<file path="config.mk">
export PLATFORM = sky130hd
export DESIGN_NAME = regfile_mp_flat
export DESIGN_NICKNAME = d
export VERILOG_FILES = /design/src/rtl/regfile_pkg.sv /design/src/rtl/regfile_mp_if.sv /design/src/rtl/regfile_wmerge.sv /design/src/rtl/regfile_mp.sv /design/src/flat_wrapper.sv
export SDC_FILE = /design/constraint.sdc
export NUM_CORES = 1
export LEC_CHECK = 0
export BUFFER_PORTS_ARGS = -buffer_cell sky130_fd_sc_hd__buf_2
export CELL_PAD_IN_SITES_DETAIL_PLACEMENT = 0
export CELL_PAD_IN_SITES_GLOBAL_PLACEMENT = 2
export CORE_MARGIN = 3
export CORE_UTILIZATION = 46
export CTS_BUF_LIST = sky130_fd_sc_hd__clkbuf_8 sky130_fd_sc_hd__clkbuf_16
export CTS_CLUSTER_DIAMETER = 50
export CTS_CLUSTER_SIZE = 30
export DETAILED_ROUTE_END_ITERATION = 8
export GPL_ROUTABILITY_DRIVEN = 1
export PLACE_DENSITY_LB_ADDON = 0.1
export SYNTH_ARGS = -nofsm -noshare
export SYNTH_HDL_FRONTEND = slang
export SYNTH_SLANG_ARGS = --single-unit
</file>
<file path="constraint.sdc">
create_clock -name clk -period 3.3 [get_ports clk]
set_clock_uncertainty 0.05 [all_clocks]
set_input_delay 0.33 -clock clk [delete_from_list [all_inputs] [get_ports clk]]
set_output_delay 0.33 -clock clk [all_outputs]
set_load 0.1 [all_outputs]
</file>
<file path="src/rtl/regfile_pkg.sv">
// Shared types and helpers for the multi-port register file.
package regfile_pkg;

    // Two-state controller: init sweep, then normal operation.
    typedef enum logic {
        ST_INIT  = 1'b0,
        ST_READY = 1'b1
    } state_e;

    // Number of byte lanes in a data word.
    function automatic int byte_lanes(input int data_w);
        return data_w / 8;
    endfunction

    // Address width for a given depth, never narrower than one bit.
    function automatic int addr_w_clamp(input int depth);
        return (depth > 2) ? $clog2(depth) : 1;
    endfunction

endpackage

</file>
<file path="src/rtl/regfile_mp_if.sv">
// Bus bundle between the register file and its user: write ports,
// read ports, init control and status.
interface regfile_mp_if #(
    parameter int DATA_W = 16,
    parameter int ADDR_W = 3,
    parameter int NRD    = 2,
    parameter int NWR    = 1
);
    import regfile_pkg::*;

    localparam int NBE = byte_lanes(DATA_W);

    logic                    clr;
    logic                    busy;
    logic [NWR-1:0]          we;
    logic [NWR*ADDR_W-1:0]   waddr;
    logic [NWR*DATA_W-1:0]   wdata;
    logic [NWR*NBE-1:0]      wbe;
    logic [NRD*ADDR_W-1:0]   raddr;
    logic [NRD*DATA_W-1:0]   rdata;
    logic                    err;

    modport master (
        output clr, we, waddr, wdata, wbe, raddr,
        input  busy, rdata, err
    );

    modport slave (
        input  clr, we, waddr, wdata, wbe, raddr,
        output busy, rdata, err
    );

endinterface

</file>
<file path="src/rtl/regfile_wmerge.sv">
// Byte-lane priority merge of all write ports onto one entry. Lanes not
// written by any qualifying port keep old_data; among ports writing the
// same lane, the highest port index wins.
module regfile_wmerge
    import regfile_pkg::*;
#(
    parameter int DATA_W = 16,
    parameter int ADDR_W = 3,
    parameter int NWR    = 1
) (
    input  logic [ADDR_W-1:0]                  addr,
    input  logic [DATA_W-1:0]                  old_data,
    input  logic [NWR-1:0]                     we,
    input  logic [NWR*ADDR_W-1:0]              waddr,
    input  logic [NWR*DATA_W-1:0]              wdata,
    input  logic [NWR*byte_lanes(DATA_W)-1:0]  wbe,
    output logic [DATA_W-1:0]                  new_data
);
    localparam int NBE = byte_lanes(DATA_W);

    // Walk ports in ascending order so later (higher) ports override lanes.
    always_comb begin
        // NOTE: defaulting every output first means no path leaves it unassigned, so no latch is inferred.
        new_data = old_data;
        for (int i = 0; i < NWR; i++) begin
            if (we[i] && (waddr[i*ADDR_W +: ADDR_W] == addr)) begin
                for (int b = 0; b < NBE; b++) begin
                    if (wbe[i*NBE + b]) begin
                        new_data[b*8 +: 8] = wdata[i*DATA_W + b*8 +: 8];
                    end
                end
            end
        end
    end

endmodule

</file>
<file path="src/rtl/regfile_mp.sv">
// Parametrised multi-port register file with byte enables, write-port
// priority, optional read-after-write bypass or registered reads, an
// init sweep after reset/clr, and a sticky out-of-range error flag.
module regfile_mp
    import regfile_pkg::*;
#(
    parameter int                DATA_W   = 16,
    parameter int                DEPTH    = 8,
    parameter int                ADDR_W   = addr_w_clamp(DEPTH),
    parameter int                NRD      = 2,
    parameter int                NWR      = 1,
    parameter int                RD_LAT   = 0,
    parameter int                BYPASS   = 1,
    parameter logic [DATA_W-1:0] INIT_VAL = '0
) (
    input logic         clk,
    input logic         rst,
    regfile_mp_if.slave bus
);
    // Depth widened by one bit so out-of-range addresses compare cleanly.
    localparam logic [ADDR_W:0]   DEPTH_X = (ADDR_W+1)'(DEPTH);
    localparam logic [ADDR_W-1:0] LAST    = ADDR_W'(DEPTH - 1);

    state_e              state;
    logic [ADDR_W-1:0]   ptr;
    logic                busy_q;
    logic                err_q;
    logic [DATA_W-1:0]   mem      [DEPTH];
    logic [DATA_W-1:0]   mem_next [DEPTH];
    logic [DATA_W-1:0]   rd_val   [NRD];
    logic [NWR-1:0]      we_ok;
    logic                wr_oor;
    logic [NRD-1:0]      rd_bad;
    logic                rd_oor;

    // Keep only in-range writes issued while READY; flag the out-of-range ones.
    always_comb begin
        we_ok  = '0;
        wr_oor = 1'b0;
        for (int i = 0; i < NWR; i++) begin
            if (bus.we[i] && (state == ST_READY)) begin
                if ({1'b0, bus.waddr[i*ADDR_W +: ADDR_W]} >= DEPTH_X) begin
                    wr_oor = 1'b1;
                end else begin
                    we_ok[i] = 1'b1;
                end
            end
        end
    end

    assign rd_oor = (state == ST_READY) && (|rd_bad);

    // Next value of every entry after this cycle's merged writes.
    for (genvar e = 0; e < DEPTH; e++) begin : g_entry
        regfile_wmerge #(
            .DATA_W (DATA_W),
            .ADDR_W (ADDR_W),
            .NWR    (NWR)
        ) u_merge (
            .addr     (ADDR_W'(e)),
            .old_data (mem[e]),
            .we       (we_ok),
            .waddr    (bus.waddr),
            .wdata    (bus.wdata),
            .wbe      (bus.wbe),
            .new_data (mem_next[e])
        );
    end

    // Array update: sweep entry[ptr] during INIT, merged user writes in READY.
    always_ff @(posedge clk) begin
        // NOTE: the array has no reset term; the init sweep clears it so it can map onto plain RAM.
        if (!rst) begin
            for (int e = 0; e < DEPTH; e++) begin
                if (state == ST_INIT) begin
                    if (ptr == ADDR_W'(e)) mem[e] <= INIT_VAL;
                end else begin
                    mem[e] <= mem_next[e];
                end
            end
        end
    end

    // Controller: sweep pointer, state, registered busy and sticky err.
    always_ff @(posedge clk) begin
        // NOTE: state is updated with <= so every register samples the pre-edge values of the others.
        if (rst) begin
            state  <= ST_INIT;
            ptr    <= '0;
            busy_q <= 1'b1;
            err_q  <= 1'b0;
        end else begin
            if (wr_oor || rd_oor) err_q <= 1'b1;
            case (state)
                ST_INIT: begin
                    if (bus.clr) begin
                        ptr <= '0;
                    end else if (ptr == LAST) begin
                        ptr    <= '0;
                        state  <= ST_READY;
                        busy_q <= 1'b0;
                    end else begin
                        ptr <= ptr + 1'b1;
                    end
                end
                ST_READY: begin
                    if (bus.clr) begin
                        ptr    <= '0;
                        state  <= ST_INIT;
                        busy_q <= 1'b1;
                    end
                end
                default: state <= ST_INIT;
            endcase
        end
    end

    // Independent read ports; each has its own forwarding merge.
    for (genvar r = 0; r < NRD; r++) begin : g_rd
        logic [ADDR_W-1:0] ra;
        logic [ADDR_W-1:0] ra_safe;
        logic              oor;
        logic [DATA_W-1:0] arr;
        logic [DATA_W-1:0] fwd;

        assign ra      = bus.raddr[r*ADDR_W +: ADDR_W];
        assign oor     = ({1'b0, ra} >= DEPTH_X);
        assign ra_safe = oor ? '0 : ra;
        assign arr     = mem[ra_safe];
        assign rd_bad[r] = oor;

        regfile_wmerge #(
            .DATA_W (DATA_W),
            .ADDR_W (ADDR_W),
            .NWR    (NWR)
        ) u_fwd (
            .addr     (ra),
            .old_data (arr),
            .we       (we_ok),
            .waddr    (bus.waddr),
            .wdata    (bus.wdata),
            .wbe      (bus.wbe),
            .new_data (fwd)
        );

        if (RD_LAT == 0) begin : g_comb
            assign rd_val[r] = (state == ST_INIT) ? INIT_VAL :
                               oor                ? '0       :
                               (BYPASS != 0)      ? fwd      : arr;
        end else begin : g_reg
            logic [DATA_W-1:0] q;
            // Registered write-first read: capture the merged value of this cycle.
            always_ff @(posedge clk) begin
                if (rst)                    q <= INIT_VAL;
                else if (state == ST_INIT)  q <= INIT_VAL;
                else if (oor)               q <= '0;
                else                        q <= fwd;
            end
            assign rd_val[r] = q;
        end
    end

    // Pack per-port read values onto the bus.
    always_comb begin
        bus.rdata = '0;
        for (int r = 0; r < NRD; r++) begin
            bus.rdata[r*DATA_W +: DATA_W] = rd_val[r];
        end
    end

    assign bus.busy = busy_q;
    assign bus.err  = err_q;

endmodule

</file>
<file path="src/flat_wrapper.sv">
// flat-port wrapper written by rule: the top's interface ports become plain ports
module regfile_mp_flat import regfile_pkg::*;
#(
    parameter int                DATA_W   = 16,
    parameter int                DEPTH    = 8,
    parameter int                ADDR_W   = addr_w_clamp(DEPTH),
    parameter int                NRD      = 2,
    parameter int                NWR      = 1,
    parameter int                RD_LAT   = 0,
    parameter int                BYPASS   = 1,
    parameter logic [DATA_W-1:0] INIT_VAL = '0
)
  (clk, rst, bus_clr, bus_we, bus_waddr, bus_wdata, bus_wbe, bus_raddr, bus_busy, bus_rdata, bus_err);
  regfile_mp_if #(.DATA_W(DATA_W), .ADDR_W(ADDR_W), .NRD(NRD), .NWR(NWR)) bus_i ();
  input logic clk;
  input logic rst;
  input wire logic [$bits(bus_i.clr)-1:0] bus_clr;
  input wire logic [$bits(bus_i.we)-1:0] bus_we;
  input wire logic [$bits(bus_i.waddr)-1:0] bus_waddr;
  input wire logic [$bits(bus_i.wdata)-1:0] bus_wdata;
  input wire logic [$bits(bus_i.wbe)-1:0] bus_wbe;
  input wire logic [$bits(bus_i.raddr)-1:0] bus_raddr;
  output wire logic [$bits(bus_i.busy)-1:0] bus_busy;
  output wire logic [$bits(bus_i.rdata)-1:0] bus_rdata;
  output wire logic [$bits(bus_i.err)-1:0] bus_err;
  assign bus_i.clr = bus_clr;
  assign bus_i.we = bus_we;
  assign bus_i.waddr = bus_waddr;
  assign bus_i.wdata = bus_wdata;
  assign bus_i.wbe = bus_wbe;
  assign bus_i.raddr = bus_raddr;
  assign bus_busy = bus_i.busy;
  assign bus_rdata = bus_i.rdata;
  assign bus_err = bus_i.err;
  regfile_mp #(.DATA_W(DATA_W), .DEPTH(DEPTH), .ADDR_W(ADDR_W), .NRD(NRD), .NWR(NWR), .RD_LAT(RD_LAT), .BYPASS(BYPASS), .INIT_VAL(INIT_VAL)) u_core (.clk(clk), .rst(rst), .bus(bus_i));
endmodule
</file>
==> results of run 1 <==
-- cells in the mapped netlist, types with 4 or more instances --
library cell,n
and2_1,128
edfxtp_1,128
mux4_2,64
o21ai_0,40
mux2i_1,32
a21oi_1,28
nor2_1,17
nand2_1,14
buf_2,11
buf_4,11
clkbuf_1,10
ha_1,7
a21o_1,6
xnor2_1,6
dfxtp_1,5
nor3_1,5
nand3_1,4
nor3_2,4
-- how the worst max path moves through the flow --
stage / slack, ns / startpoint / to / cells after the start
finish: 0.27 / u_core.state / bus_rdata[6] / 4
floorplan: -0.31 / bus_raddr[3] / bus_rdata[16] / 6
detailed placement: 0.63 / bus_raddr[4] / bus_rdata[29] / 6
global route: 0.11 / u_core.state / bus_rdata[6] / 4
global placement: 0.65 / bus_raddr[4] / bus_rdata[27] / 6
CTS: 0.30 / u_core.state / bus_rdata[6] / 4
-- routing by layer --
metal | wire length [µm] | GRT usage | share of wire | vias to the layer above
li1 | - | - | - | 2213
met1 | 9300 | 0.361 | 0.47 | 2519
met2 | 8720 | 0.326 | 0.44 | 182
met3 | 1560 | 0.0671 | 0.078 | 21
met4 | 262 | 0.0662 | 0.013 | 0
met5 | 0 | 0 | 0 | -
-- sequential cells by signal, indices dropped and copies added, names as in the netlist --
name and count:
u_core.bus.busy 1, u_core.mem 128, u_core.ptr 3, u_core.state 1
-- logic make-up (layout without fill, tap and decap cells) --
| kind of cell | after synthesis | after routing | synth area share |
|---|---|---|---|
| simple gates | 189 | 189 | 0.149 |
| fa+ha+maj | 7 | 7 | 0.0116 |
| mux | 96 | 96 | 0.233 |
| xor+xnor | 6 | 6 | 0.00695 |
| flops | 133 | 133 | 0.521 |
| compound gates | 76 | 76 | 0.0529 |
| buf+inv | 35 | 118 | 0.0246 |
| other cells | 1 | 2 | 0.000496 |
-- critical path: cells and delay by family, from the launching register on --
kind,cells,cell delay [ns]
AND/OR/NAND/NOR,2,0.77
flip-flops,1,0.67
AO/OA/AOI/OAI,1,0.56
buffers and inverters,1,0.23
-- metrics by stage --
stage / power, W / hold slack, ns / instance area [µm²] / cells
floorplan: 0.00207 / 0.359 / 7570 / 543
CTS: 0.00406 / 0.0881 / 9210 / 842
finish: 0.00403 / 0.107 / 9210 / 843
global placement: 0.00217 / 0.454 / 8620 / 810
global route: 0.00416 / 0.103 / 9210 / 842
detailed placement: 0.00217 / 0.467 / 8620 / 810
-- layout make-up --
class,instances,area [µm²],area share
clock buffer,17,425,0.0462
sequential,133,3940,0.428
tap,216,270,0.0293
inverter,3,11.3,0.00122
antenna,1,2.50,0.000272
timing repair buffer,83,958,0.104
clock inverter,15,164,0.0178
multi-input combinational,375,3440,0.373
-- power breakdown --
| group | internal [W] | switching (W) | total (W) | leakage, nW |
|---|---|---|---|---|
| logic | 0.000116 | 0.000159 | 0.000275 | 1.77 |
| registers | 0.00185 | 0.0000125 | 0.00186 | 1.02 |
| clock network | 0.00118 | 0.000716 | 0.00189 | 0.276 |
==> results.sh, run 1 <==
export IMPL_crit_path_top_delay_cell="dfxtp_1"
export IMPL_antenna_left=0
export IMPL_critPathLaunchType="flop"
export IMPL_hp_start="bus_clr"
export IMPL_viasPerCell=5.85
export IMPL_cp_required_ns=2.92
export IMPL_syn_area_um2=7570
export IMPL_tightest_slew_ns=0.666
export IMPL_cts_sinks=133
export IMPL_core_um2=16000
export IMPL_fp_dieH_um=134
export IMPL_clock_latency_ns=0.41
export IMPL_syn_instance_count=543
export IMPL_ys_seq_elements=133
export IMPL_fin_tns_setup_ns=0
export IMPL_nets=651
export IMPL_r2r_cells=3
export IMPL_timing_worst_setup_path_type="flop to output pin"
export IMPL_die_area_um2=18000
export IMPL_reg2reg_slack_ns=0.89
export IMPL_ys_warn_count=0
export IMPL_synth_top_cell_area_share=0.508
export IMPL_drive_gt1_frac=0.292
export IMPL_h_tree_depth=4
export IMPL_grt_total_usage=0.235
export IMPL_totalWireLength_um=19800
export IMPL_synth_area_leaders="edfxtp_1 (51%), mux4_2 (19%), and2_1 (11%)"
export IMPL_drc=0
export IMPL_holdPathEnd="u_core.ptr[0]"
export IMPL_gp_congestion=0.885
export IMPL_hold_viol=0
export IMPL_synth_main_ff_cell="edfxtp_1"
export IMPL_slowest_delay_ns=0.67
export IMPL_leakage_nw=3.06
export IMPL_synthArstFlopShare=0
export IMPL_row_count=46
export IMPL_crit_path_max_fanout=19
export IMPL_period_share=0.919
export IMPL_clockBufferDepth=2
export IMPL_cp_arrival_ns=2.65
export IMPL_period_minus_slack_ns=3.03
export IMPL_setup_viol=0
export IMPL_io_pins=65
export IMPL_dpl_worst_slack_ns=0.632
export IMPL_slew_viol_final=0
export IMPL_io_buffers=63
export IMPL_drt_iter0_drc=596
export IMPL_gr_total_overflow=0
export IMPL_fin_util=0.576
export IMPL_cts_tree="yes"
export IMPL_ir_worst_vdd_mv=0.377
export IMPL_slew_headroom=0.555
export IMPL_via_count=4935
export IMPL_fillerInstances=1351
export IMPL_cts_root_buf="clkbuf_16"
export IMPL_cts_setup_buffers=0
export IMPL_synth_fp_nets=581
export IMPL_yosysSeqAreaShare=0.521
export IMPL_cts_resized=0
export IMPL_whs_path_depth=2
export IMPL_cts_hold_buf=0
export IMPL_r2r_start="u_core.state"
export IMPL_synth_edff_count=128
export IMPL_powerDensity_nw_per_um2=438
export IMPL_hold_path_class="input port to flop"
export IMPL_fmax_ghz=0.330
export IMPL_syn_to_final_growth_pct=21.7
export IMPL_antenna_found_initial=0
export IMPL_start_util=0.473
export IMPL_rsz0062_at_grt="false"
export IMPL_drt_pass1_iter_count=4
export IMPL_drv_cap=0
export IMPL_grt_pass1_vias=5003
export IMPL_cts_clk_slew_worst_paths_ns=0.06
export IMPL_cts_buffers=17
export IMPL_dp_hpwl_um=14800
export IMPL_layout_setup_ws_ns=0.267
export IMPL_die_w_um=134
export IMPL_netlist_cell_type_count=31
export IMPL_synth_top_area_cell="edfxtp_1"
export IMPL_grt_pass1_wl_um=30800
export IMPL_outcome="finished clean"
export IMPL_cp_cell_sequence="and3_1, nand4_1, a21oi_1, buf_12"
export IMPL_grt_max_degree=26
export IMPL_wl_per_cell_um=23.5
export IMPL_synth_area_per_cell_um2=13.9
export IMPL_final_cell_mix="and2_1 (128), edfxtp_1 (128), mux4_2 (64)"
export IMPL_rr_endpoint="u_core.mem[7][11]"
export IMPL_setup_worst_path_end_class="output pin"
Power figures use the tool's default switching activity.
==> inputs of run 2 (changes only) <==
==> constraint.sdc (replaced) <==
create_clock -name clk -period 3.5 [get_ports clk]
set_clock_uncertainty 0.05 [all_clocks]
set_input_delay 0.35 -clock clk [delete_from_list [all_inputs] [get_ports clk]]
set_output_delay 0.35 -clock clk [all_outputs]
set_load 0.1 [all_outputs]
==> run 2 against run 1 <==
  * Hold slack gained 0.014 ns
  * Largest power group is now registers
  * Count of clock-buffer cells in the layout unchanged
  * Non-clock buffer count decreased by 2
  * Design area down 5.4%
  * Clock power fell by 21%
  * First-iteration DRC count is 5.7% lower
  * Largest cell class unchanged
  * Power is 13% lower
  * Critical path depth did not move
==> results.sh, run 2 (synthesis results as in run 1) <==
export IMPL_slew_headroom=0.535
export IMPL_clock_latency_ns=0.42
export IMPL_fillerInstances=1386
export IMPL_drt_pass1_iter_count=5
export IMPL_cts_hold_buf=0
export IMPL_cts_tree="yes"
export IMPL_io_buffers=63
export IMPL_powerDensity_nw_per_um2=405
export IMPL_slowest_delay_ns=0.65
export IMPL_h_tree_depth=4
export IMPL_antenna_cells=0
export IMPL_period_share=0.860
export IMPL_cts_setup_buffers=0
export IMPL_final_cell_mix="and2_1 (128), edfxtp_1 (128), mux4_2 (64)"
export IMPL_nets=649
export IMPL_hold_path_class="input port to flop"
export IMPL_row_count=46
export IMPL_cts_resized=0
export IMPL_largest_reg_flops=128
export IMPL_outcome="finished clean"
export IMPL_drc=0
export IMPL_io_pins=65
export IMPL_drt_iter0_drc=562
export IMPL_p_total_w=0.00353
export IMPL_drv_cap=0
export IMPL_cts_clk_slew_worst_paths_ns=0.05
export IMPL_hold_viol=0
export IMPL_fmax_ghz=0.332
export IMPL_period_minus_slack_ns=3.01
export IMPL_totalWireLength_um=19700
export IMPL_grt_max_degree=33
export IMPL_crit_path_max_fanout=17
export IMPL_tightest_slew_ns=0.694
export IMPL_drive_gt1_frac=0.284
export IMPL_antenna_found_initial=0
export IMPL_cts_sinks=133
export IMPL_regMostFlops="u_core.mem"
export IMPL_leakage_nw=2.95
export IMPL_path_buf_inv=1
export IMPL_syn_to_final_growth_pct=15.1
export IMPL_reg_top3="u_core.mem: 128 flops, u_core.ptr: 3 flops"
export IMPL_via_count=4909
export IMPL_cts_buffers=17
export IMPL_critPathLaunchType="flop"
export IMPL_viasPerCell=5.85
export IMPL_start_util=0.473
export IMPL_slew_viol_final=0
export IMPL_gr_total_overflow=0
export IMPL_wl_per_cell_um=23.4
export IMPL_cts_root_buf="clkbuf_16"
export IMPL_gp_congestion=0.888
export IMPL_timing_worst_setup_path_type="flop to output pin"
export IMPL_cp_arrival_ns=2.61
export IMPL_setup_worst_path_end_class="output pin"
export IMPL_grt_total_usage=0.229
export IMPL_dp_hpwl_um=14600
export IMPL_clockBufferDepth=2
export IMPL_cp_required_ns=3.10
export IMPL_rsz0062_at_grt="false"
export IMPL_core_um2=16000
export IMPL_grt_pass1_vias=4873
export IMPL_whs_ns=0.121
export IMPL_fin_tns_setup_ns=0
export IMPL_ir_worst_vdd_mv=0.331
export IMPL_dpl_worst_slack_ns=0.826
export IMPL_die_area_um2=18000
export IMPL_cp_cell_sequence="and3_1, nand4_1, a21oi_1, buf_2"
export IMPL_setup_viol=0
export IMPL_fp_dieH_um=134
export IMPL_antenna_left=0
export IMPL_layout_setup_ws_ns=0.489
export IMPL_critical_path_top_delay_family="simple AND/OR/NAND/NOR gates"
export IMPL_grt_pass1_wl_um=29900
export IMPL_die_w_um=134
export IMPL_crit_path_top_delay_cell="dfxtp_1"
-- run 2: cell count changes in the layout (fill, tap and decap cells not counted), sizes merged --
cell	change
clkinvlp	-1
diode	-1
inv	+2
bufinv	-3
buf	-2
clkinv	+1
-- run 2: per-layer routing --
metal | vias up | global-route usage | wire, µm
met3 | 26 | 0.0491 | 1200
li1 | 2212 | - | -
met4 | 0 | 0.0622 | 293
met2 | 153 | 0.334 | 8890
met5 | - | 0 | 0
met1 | 2518 | 0.350 | 9280
-- run 2: area by class of cell --
| type | instances | area, µm² | area share |
|---|---|---|---|
| Multi-Input combinational cell | 375 | 3440 | 0.394 |
| Inverter | 3 | 11.3 | 0.00129 |
| Timing Repair Buffer | 81 | 551 | 0.0632 |
| Sequential cell | 133 | 3940 | 0.453 |
| Clock inverter | 14 | 73.8 | 0.00847 |
| Tap cell | 216 | 270 | 0.0310 |
| Clock buffer | 17 | 425 | 0.0488 |
-- run 2: power by group --
group,leakage [nW],switching (W),internal [W]
Combinational,1.69,0.000154,0.000110
Sequential,1.02,0.0000107,0.00175
Clock,0.245,0.000628,0.000876
-- run 2: through the flow --
step                instances  instance area, µm²   util
floorplan                 543                7570      -
global route              839                8710  0.544
finish                    839                8710  0.544
CTS                       839                8710  0.544
detailed placement        808                8210  0.513
global placement          808                8210  0.513
-- run 2: path summary, 6_finish.rpt --
kind	endpoint	startpoint	slack, ns	depth (start not counted)
max	bus_rdata[26]	u_core.state	0.49	4
min	u_core.state	bus_clr	0.12	2
max reg2reg	u_core.mem[0][11]	u_core.state	0.83	4
min reg2reg	u_core.bus.busy	u_core.bus.busy	0.46	2
